`src/rtl/sseg_scan_display.sv`:
```
// Time-multiplexed seven-segment driver for DIGITS common-anode digits.
// Double-buffered digit/dp/blank/blink registers commit only at the frame boundary.
module sseg_scan_display #(
    parameter int unsigned DIGITS       = 8,
    parameter int unsigned SCAN_DIV     = 100000,
    parameter int unsigned SIM          = 0,
    parameter int unsigned SIM_DIV      = 4,
    parameter int unsigned BLINK_FRAMES = 250
) (
    input  logic                  clk,
    input  logic                  rst_n,
    input  logic                  load,
    input  logic [4*DIGITS-1:0]   data,
    input  logic [DIGITS-1:0]     dp,
    input  logic [DIGITS-1:0]     blank,
    input  logic [DIGITS-1:0]     blink,
    output logic                  pending,
    output logic                  frame_tick,
    output logic [7:0]            SSEG_CA,
    output logic [DIGITS-1:0]     SSEG_AN
);

    localparam int unsigned DIV = (SIM != 0) ? SIM_DIV : SCAN_DIV;
    localparam int unsigned CW  = (DIV > 1) ? $clog2(DIV) : 1;
    localparam int unsigned IW  = (DIGITS > 1) ? $clog2(DIGITS) : 1;
    localparam int unsigned BW  = (BLINK_FRAMES > 1) ? $clog2(BLINK_FRAMES) : 1;

    typedef enum logic {
        PH_SCAN,
        PH_GUARD
    } phase_t;

    phase_t              phase_q, phase_d;
    logic [CW-1:0]       presc_q;
    logic                scan_tick;
    logic                light;
    logic [IW-1:0]       idx_q;
    logic [BW-1:0]       bcnt_q;
    logic                blink_phase_q;

    logic [4*DIGITS-1:0] stg_data, disp_data;
    logic [DIGITS-1:0]   stg_dp, stg_blank, stg_blink;
    logic [DIGITS-1:0]   disp_dp, disp_blank, disp_blink;

    logic [3:0]          nib;
    logic                cur_dp, cur_blank, cur_blink;
    logic [DIGITS-1:0]   an_lit;
    logic [7:0]          ca_lit;

    function automatic logic [6:0] hex_to_seg(input logic [3:0] v);
        case (v)
            4'h0: hex_to_seg = 7'b1000000;
            4'h1: hex_to_seg = 7'b1111001;
            4'h2: hex_to_seg = 7'b0100100;
            4'h3: hex_to_seg = 7'b0110000;
            4'h4: hex_to_seg = 7'b0011001;
            4'h5: hex_to_seg = 7'b0010010;
            4'h6: hex_to_seg = 7'b0000010;
            4'h7: hex_to_seg = 7'b1111000;
            4'h8: hex_to_seg = 7'b0000000;
            4'h9: hex_to_seg = 7'b0010000;
            4'hA: hex_to_seg = 7'b0001000;
            4'hB: hex_to_seg = 7'b0000011;
            4'hC: hex_to_seg = 7'b1000110;
            4'hD: hex_to_seg = 7'b0100001;
            4'hE: hex_to_seg = 7'b0000110;
            default: hex_to_seg = 7'b0001110;
        endcase
    endfunction

    assign scan_tick = (presc_q == CW'(DIV - 1));

    always_ff @(posedge clk or negedge rst_n) begin
        if (!rst_n) begin
            presc_q <= '0;
        end else if (scan_tick) begin
            presc_q <= '0;
        end else begin
            presc_q <= presc_q + 1'b1;
        end
    end

    always_ff @(posedge clk or negedge rst_n) begin
        if (!rst_n) begin
            phase_q <= PH_SCAN;
        end else begin
            phase_q <= phase_d;
        end
    end

    // One dead-time cycle follows every scan_tick before the next anode is driven.
    always_comb begin
        phase_d = phase_q;
        light   = 1'b0;
        case (phase_q)
            PH_SCAN:  if (scan_tick) phase_d = PH_GUARD;
            PH_GUARD: begin
                light   = 1'b1;
                phase_d = PH_SCAN;
            end
            default:  phase_d = PH_SCAN;
        endcase
    end

    always_comb begin
        nib       = '0;
        cur_dp    = 1'b0;
        cur_blank = 1'b0;
        cur_blink = 1'b0;
        an_lit    = '1;
        for (int unsigned k = 0; k < DIGITS; k++) begin
            if (idx_q == IW'(k)) begin
                nib       = disp_data[4*k +: 4];
                cur_dp    = disp_dp[k];
                cur_blank = disp_blank[k];
                cur_blink = disp_blink[k];
                an_lit[k] = 1'b0;
            end
        end
        ca_lit = (cur_blank || (cur_blink && blink_phase_q)) ? 8'hFF : {~cur_dp, hex_to_seg(nib)};
    end

    always_ff @(posedge clk or negedge rst_n) begin
        if (!rst_n) begin
            SSEG_AN    <= '1;
            SSEG_CA    <= 8'hFF;
            idx_q      <= '0;
            frame_tick <= 1'b0;
        end else begin
            frame_tick <= 1'b0;
            if (scan_tick) begin
                SSEG_AN <= '1;
                SSEG_CA <= 8'hFF;
            end else if (light) begin
                SSEG_AN <= an_lit;
                SSEG_CA <= ca_lit;
                if (idx_q == IW'(DIGITS - 1)) begin
                    idx_q      <= '0;
                    frame_tick <= 1'b1;
                end else begin
                    idx_q <= idx_q + 1'b1;
                end
            end
        end
    end

    // A load landing in the commit cycle bypasses staging straight into the display set.
    always_ff @(posedge clk or negedge rst_n) begin
        if (!rst_n) begin
            pending    <= 1'b0;
            stg_data   <= '0;
            stg_dp     <= '0;
            stg_blank  <= '0;
            stg_blink  <= '0;
            disp_data  <= '0;
            disp_dp    <= '0;
            disp_blank <= '0;
            disp_blink <= '0;
        end else if (frame_tick) begin
            pending <= 1'b0;
            if (load) begin
                disp_data  <= data;
                disp_dp    <= dp;
                disp_blank <= blank;
                disp_blink <= blink;
            end else if (pending) begin
                disp_data  <= stg_data;
                disp_dp    <= stg_dp;
                disp_blank <= stg_blank;
                disp_blink <= stg_blink;
            end
        end else if (load) begin
            pending   <= 1'b1;
            stg_data  <= data;
            stg_dp    <= dp;
            stg_blank <= blank;
            stg_blink <= blink;
        end
    end

    always_ff @(posedge clk or negedge rst_n) begin
        if (!rst_n) begin
            bcnt_q        <= '0;
            blink_phase_q <= 1'b0;
        end else if (frame_tick) begin
            if (bcnt_q == BW'(BLINK_FRAMES - 1)) begin
                bcnt_q        <= '0;
                blink_phase_q <= ~blink_phase_q;
            end else begin
                bcnt_q <= bcnt_q + 1'b1;
            end
        end
    end

endmodule
```
`config.mk`:
```
export PLATFORM = sky130hd
export DESIGN_NAME = sseg_scan_display
export DESIGN_NICKNAME = d
export VERILOG_FILES = /design/src/rtl/sseg_scan_display.sv
export SDC_FILE = /design/constraint.sdc
export NUM_CORES = 1
export LEC_CHECK = 0
export BUFFER_PORTS_ARGS = -buffer_cell sky130_fd_sc_hd__clkbuf_2
export CAP_MARGIN = 30
export CORE_MARGIN = 2
export CORE_UTILIZATION = 30
export DETAILED_ROUTE_END_ITERATION = 16
export GPL_ROUTABILITY_DRIVEN = 0
export PLACE_DENSITY = 0.42
export REMOVE_ABC_BUFFERS = 1
export SYNTH_ARGS = -nofsm -noshare
export SYNTH_HDL_FRONTEND = slang
export SYNTH_SLANG_ARGS = --single-unit
```
`constraint.sdc`:
```
create_clock -name clk -period 7.3 [get_ports clk]
set_clock_uncertainty 0.15 [all_clocks]
set_input_delay 2.19 -clock clk [delete_from_list [all_inputs] [get_ports clk]]
set_output_delay 2.19 -clock clk [all_outputs]
set_load 0.1 [all_outputs]
```
**Yosys cells after proc, flatten, opt, wreduce, memory -nomap -nowiden**

Memory sizes are Yosys's and may differ from the RTL's.
Cells that the tools add are included.

- Logic and storage cells: 109
- Register bits after elaboration: 160
- Output and inout port bits: 18
- ROM bits: 112
- Memories: 1

Memories:

| name | words | width | read ports | clocked after memory_dff | wr ports | line | text |
|---|---|---|---|---|---|---|---|
| (name not given) | 16 | 7 | 1 | 0 | 0 | 51 | `case (v)` |

- Reduce and logical (&&, ||, !) cells: 10
- Bitwise logic cells: 5
- Mux-type cells: 64
- Equal/unequal tests: 9
- $add $sub $neg: 3

Operator list:

| cell | count |
|---|---|
| $mux W8 | 12 |
| $mux W32 | 2 |
| $mux W1 | 39 |
| $mux W4 | 8 |
| $add A17 B1 Y17 const B | 1 |
| $eq A17 B17 Y1 const B | 1 |
| $mux W17 | 1 |
| $eq A3 B3 Y1 const B | 4 |
| $add A8 B1 Y8 const B | 1 |
| $eq A8 B8 Y1 const B | 1 |
| $reduce_and A2 Y1 | 4 |
| $eq A3 B2 Y1 const B | 2 |
| $reduce_bool A2 Y1 | 3 |
| $not A1 Y1 | 5 |
| $add A3 B1 Y3 const B | 1 |
| $eq A3 B1 Y1 const B | 1 |
| $logic_not A3 Y1 | 1 |
| $mux W3 | 1 |
| $pmux W1 S2 | 1 |
| $logic_and A1 B1 Y1 | 1 |
| $logic_or A1 B1 Y1 | 1 |

**Depth between registers and ports, before layout**

- Word-level depth: 14
- Mapped depth: 15
- Depth with buffers taken out: 12

**Worst setup path after synthesis**

No wires, ideal clock.

- Path kind: in2reg
- Start point: input port load
- End point: register stg_blank[0]
- Setup time: 0.125 ns
- Stages: 5
- Path buffers: 3
- Slack: 3.503 ns
- Arrival time: 3.522 ns
- Path through: clkbuf_1 > nor2b_1 > clkbuf_1 > clkbuf_1 > mux2_2

- Longest elaborated chain between the ends: 1

Ends and longest elaborated chain:

| what | line | text |
|---|---|---|
| start, declared | 12 | `input logic load,` |
| $reduce_and A2 Y1 (no line) | n/a |  |
| end signal, assigned | 176 | `stg_blank <= blank;` |
| end, declared | 42 | `logic [DIGITS-1:0] stg_dp, stg_blank, stg_blink;` |

No other way between the ends.
A chain may end at the register's enable or synchronous reset.

**Worst setup path in the final report**

- Start point: register idx_q[2]
- End point: register SSEG_CA[3]

- Longest elaborated chain between the ends: 14
- Elaborated cells between the ends (all ways): 38

Ends and longest elaborated chain:

| what | line | text |
|---|---|---|
| start, declared | 37 | `logic [IW-1:0] idx_q;` |
| start signal, assigned | 141 | `idx_q <= idx_q + 1'b1;` |
| branches (longest 11 deep; another with $mem_v2 Z16 W7) | n/a |  |
| $mux W8 (*) | 120 | `ca_lit = (cur_blank \|\| (cur_blink && blink_phase_q)) ? 8'hFF : {~cur_dp, hex_to_seg(nib)};` |
| $mux W8 (*) | 134 | `end else if (light) begin` |
| $mux W8 (*) | 131 | `if (scan_tick) begin` |
| end signal, assigned | 136 | `SSEG_CA <= ca_lit;` |
| end, declared | 19 | `output logic [7:0] SSEG_CA,` |

Mark *: on every way between the ends. The select of a mux whose other input is x is not followed.

==> results.sh <==
export IMPL_synth_cell_types=62
export IMPL_synth_async_reset_ratio_pct=100
export IMPL_antenna_found_initial=0
export IMPL_postRouteAntennaNets=0
export IMPL_fillers=2559
export IMPL_synthMuxAreaShare_pct=16.3
export IMPL_grt_pass1_wl_mm=28.7
export IMPL_yosysSeqAreaShare_pct=51.8
export IMPL_wl_per_cell_um=15.8
export IMPL_period_share_pct=59.6
export IMPL_final_max_slew_viol_count=0
export IMPL_grt_remaining_overflow=0
export IMPL_synthAdderAreaFrac_pct=2.58
export IMPL_clock_path_buffers=2
export IMPL_io_pins=77
export IMPL_cp_max_fo=25
export IMPL_dr_pass1_iters=4
export IMPL_ir_worst_vdd_uv=119
export IMPL_syn_inst=705
export IMPL_cts_htree_levels=4
export IMPL_via_count=5322
export IMPL_numCtsBuffers=17
export IMPL_regArea_um2=4020
export IMPL_multi_input_area_um2=3500
export IMPL_via_per_inst=4.81
export IMPL_drive_above_1_share_pct=26.9
export IMPL_core_area_um2=25300
export IMPL_fp_dieW_um=165
export IMPL_synth_edf_count=0
export IMPL_cts_hold_buffers=0
export IMPL_rsz0062_at_grt="false"
export IMPL_synthFlopType="dfrtp_1"
export IMPL_ctsResizeCount=0
export IMPL_maxCapViolations=0
export IMPL_worst_r2r_setup_slack_ns=2.95
export IMPL_reg2reg_depth=11
export IMPL_synth_top_family_by_area="multiplexers"
export IMPL_grt_use_total_pct=13.6
export IMPL_synth_xor_area_share_pct=1.92
export IMPL_required_ns=7.51
export IMPL_setup_viol=0
export IMPL_drtIter0Drc=271
export IMPL_maxSlewHeadroom_pct=34.5
export IMPL_syn_area_um2=7760
export IMPL_die_h_um=165
export IMPL_setup_tns_ns=0
export IMPL_n_antenna_cell=0
export IMPL_worstPathArrival_ns=4.56
export IMPL_routed_wl_mm=17.5
export IMPL_dpl_cell_area_um2=8430
export IMPL_hold_depth=2
export IMPL_cts_tree="built"
export IMPL_leakage_nw=4.08
export IMPL_fmax_ghz=0.230
export IMPL_yosysWarnings=0
export IMPL_drc_errors=0
export IMPL_post_cts_buffers=0
export IMPL_powerDensity_nw_per_um2=213
export IMPL_cts_root_buffer="clkbuf_16"
export IMPL_synthSimpleGateAreaFrac_pct=11.8
export IMPL_syn2layout_area_growth_pct=17.1
export IMPL_clock_latency_ns=0.43
export IMPL_clkSinkCount=160
export IMPL_fin_crit_ns=4.35
export IMPL_hold_class="flop to flop"
export IMPL_outcome="completed"
export IMPL_fin_nets=839
export IMPL_fin_area_um2=9080
export IMPL_postSynthAreaPerCell_um2=11.0
export IMPL_port_buffer_count=76
export IMPL_worst_setup_path_end_kind="flop"
export IMPL_timing_final_hold_violations=0
export IMPL_dpl_hpwl_mm=11.7
export IMPL_grt_max_degree=105
export IMPL_first_global_vias=5438
export IMPL_rows=58
export IMPL_initial_utilization_pct=30.6
export IMPL_synth_seq_cells=160
export IMPL_start_kind="flop"
export IMPL_synth_compound_area_share_pct=12.3
export IMPL_dieArea_um2=27200
export IMPL_clkTransAtPathRegs_ns=0.08
export IMPL_path_class="flop to flop"
export IMPL_tightest_slew_ns=0.981
==> layout by cell type (no fill, tap or decap), drive strengths merged, types with 4 or more instances in the layout <==
cell type	instances
nand4	5
nand2b	4
nand3b	7
a211oi	6
o31ai	4
xor2	5
and3	8
and2	4
mux2i	62
buf	10
clkbuf	92
ha	16
clkinv	7
o22ai	5
nor2b	6
o21ai	79
dfstp	16
nor3	4
xnor2	12
nand2	90
nand3	18
a21oi	28
mux2	57
dfrtp	144
nor2	24
inv	21
==> layer usage <==
| layer | global-route usage [%] | vias to the layer above | part of all wire, % |
|---|---|---|---|
| met5 | 0 | - | 0 |
| met4 | 3.24 | 0 | 0.72 |
| met3 | 3.06 | 8 | 2.8 |
| met2 | 22.2 | 76 | 47 |
| met1 | 18.4 | 2629 | 49 |
| li1 | - | 2609 | - |
==> layout make-up <==
cell class                 count  share of cell area [%]
multi-input combinational    487                    38.6
tap                          330                    4.54
clock inverter                14                    1.79
inverter                      14                   0.578
sequential                   160                    44.3
clock buffer                  18                    4.83
timing repair buffer          84                    5.38
==> cells in the mapped netlist, types with 6 or more instances <==
master / instances / share of area, %
mux2i_1: 62 / 8.0
o21ai_0: 79 / 5.1
nand3b_1: 7 / 0.68
clkbuf_1: 26 / 1.3
mux2_2: 56 / 8.1
dfrtp_1: 144 / 46
dfstp_2: 16 / 5.4
nand2_1: 90 / 4.4
ha_1: 16 / 2.6
nor2_1: 24 / 1.2
a21oi_1: 24 / 1.5
nand3_1: 18 / 1.2
buf_2: 6 / 0.39
and3_1: 8 / 0.64
inv_1: 14 / 0.68
nor2b_1: 6 / 0.48
xnor2_1: 12 / 1.4
buf_1: 7 / 0.34
==> through the flow <==
stage / power (mW) / worst slack [ns] / instances / hold slack [ns] / utilization, %
finish: 1.94 / 2.95 / 1107 / 0.326 / 35.9
detailed placement: 1.07 / 2.22 / 1073 / 0.313 / 33.3
floorplan: 1.00 / -0.802 / 661 / 0.292 / -
global placement: 1.06 / 2.28 / 1073 / 0.308 / 33.3
global route: 2.03 / 2.56 / 1107 / 0.350 / 35.9
CTS: 1.97 / 2.69 / 1105 / 0.332 / 35.7
==> flip-flops by register name (all words and copies together), names as in the netlist <==
name / cells
disp_dp: 8
stg_dp: 8
bcnt_q: 8
idx_q: 3
stg_blank: 8
SSEG_AN: 8
pending: 1
presc_q: 17
phase_q: 1
stg_blink: 8
SSEG_CA: 8
frame_tick: 1
stg_data: 32
disp_data: 32
blink_phase_q: 1
disp_blank: 8
disp_blink: 8
==> logic make-up after synthesis <==
group | Yosys count
AO/OA/AOI/OAI | 150
XOR/XNOR | 17
adder cells (fa/ha/maj) | 16
buffers and inverters | 58
flip-flops | 160
multiplexers | 119
AND/OR/NAND/NOR | 185
==> final timing paths <==
path                                                start                   endpoint
worst min register to register  disp_data[26]$_DFFE_PN0P_  disp_data[26]$_DFFE_PN0P_
max in group asynchronous                           rst_n    stg_data[5]$_DFFE_PN0P_
min in group asynchronous                           rst_n       presc_q[8]$_DFF_PN0_
worst max-delay path                 idx_q[2]$_DFFE_PN0P_     SSEG_CA[3]$_DFFE_PN1P_
worst min-delay path            disp_data[26]$_DFFE_PN0P_  disp_data[26]$_DFFE_PN0P_
worst max register to register       idx_q[2]$_DFFE_PN0P_     SSEG_CA[3]$_DFFE_PN1P_
==> worst max-delay path, cell delays in order (launching register included) <==
cell	delay (ns)
dfrtp_1	0.93
inv_1	0.36
ha_1	0.51
nor2b_1	0.23
o31ai_1	0.18
a21oi_1	0.10
o21ai_0	0.59
inv_1	0.22
ha_1	0.37
mux2_1	0.29
mux2i_1	0.17
o22a_1	0.17
==> power breakdown <==
part | switching (mW) | internal, mW
logic | 0.0581 | 0.0598
clock network | 0.419 | 0.470
registers | 0.0142 | 0.917
total | 0.491 | 1.45
Power figures use the tool's default switching activity.
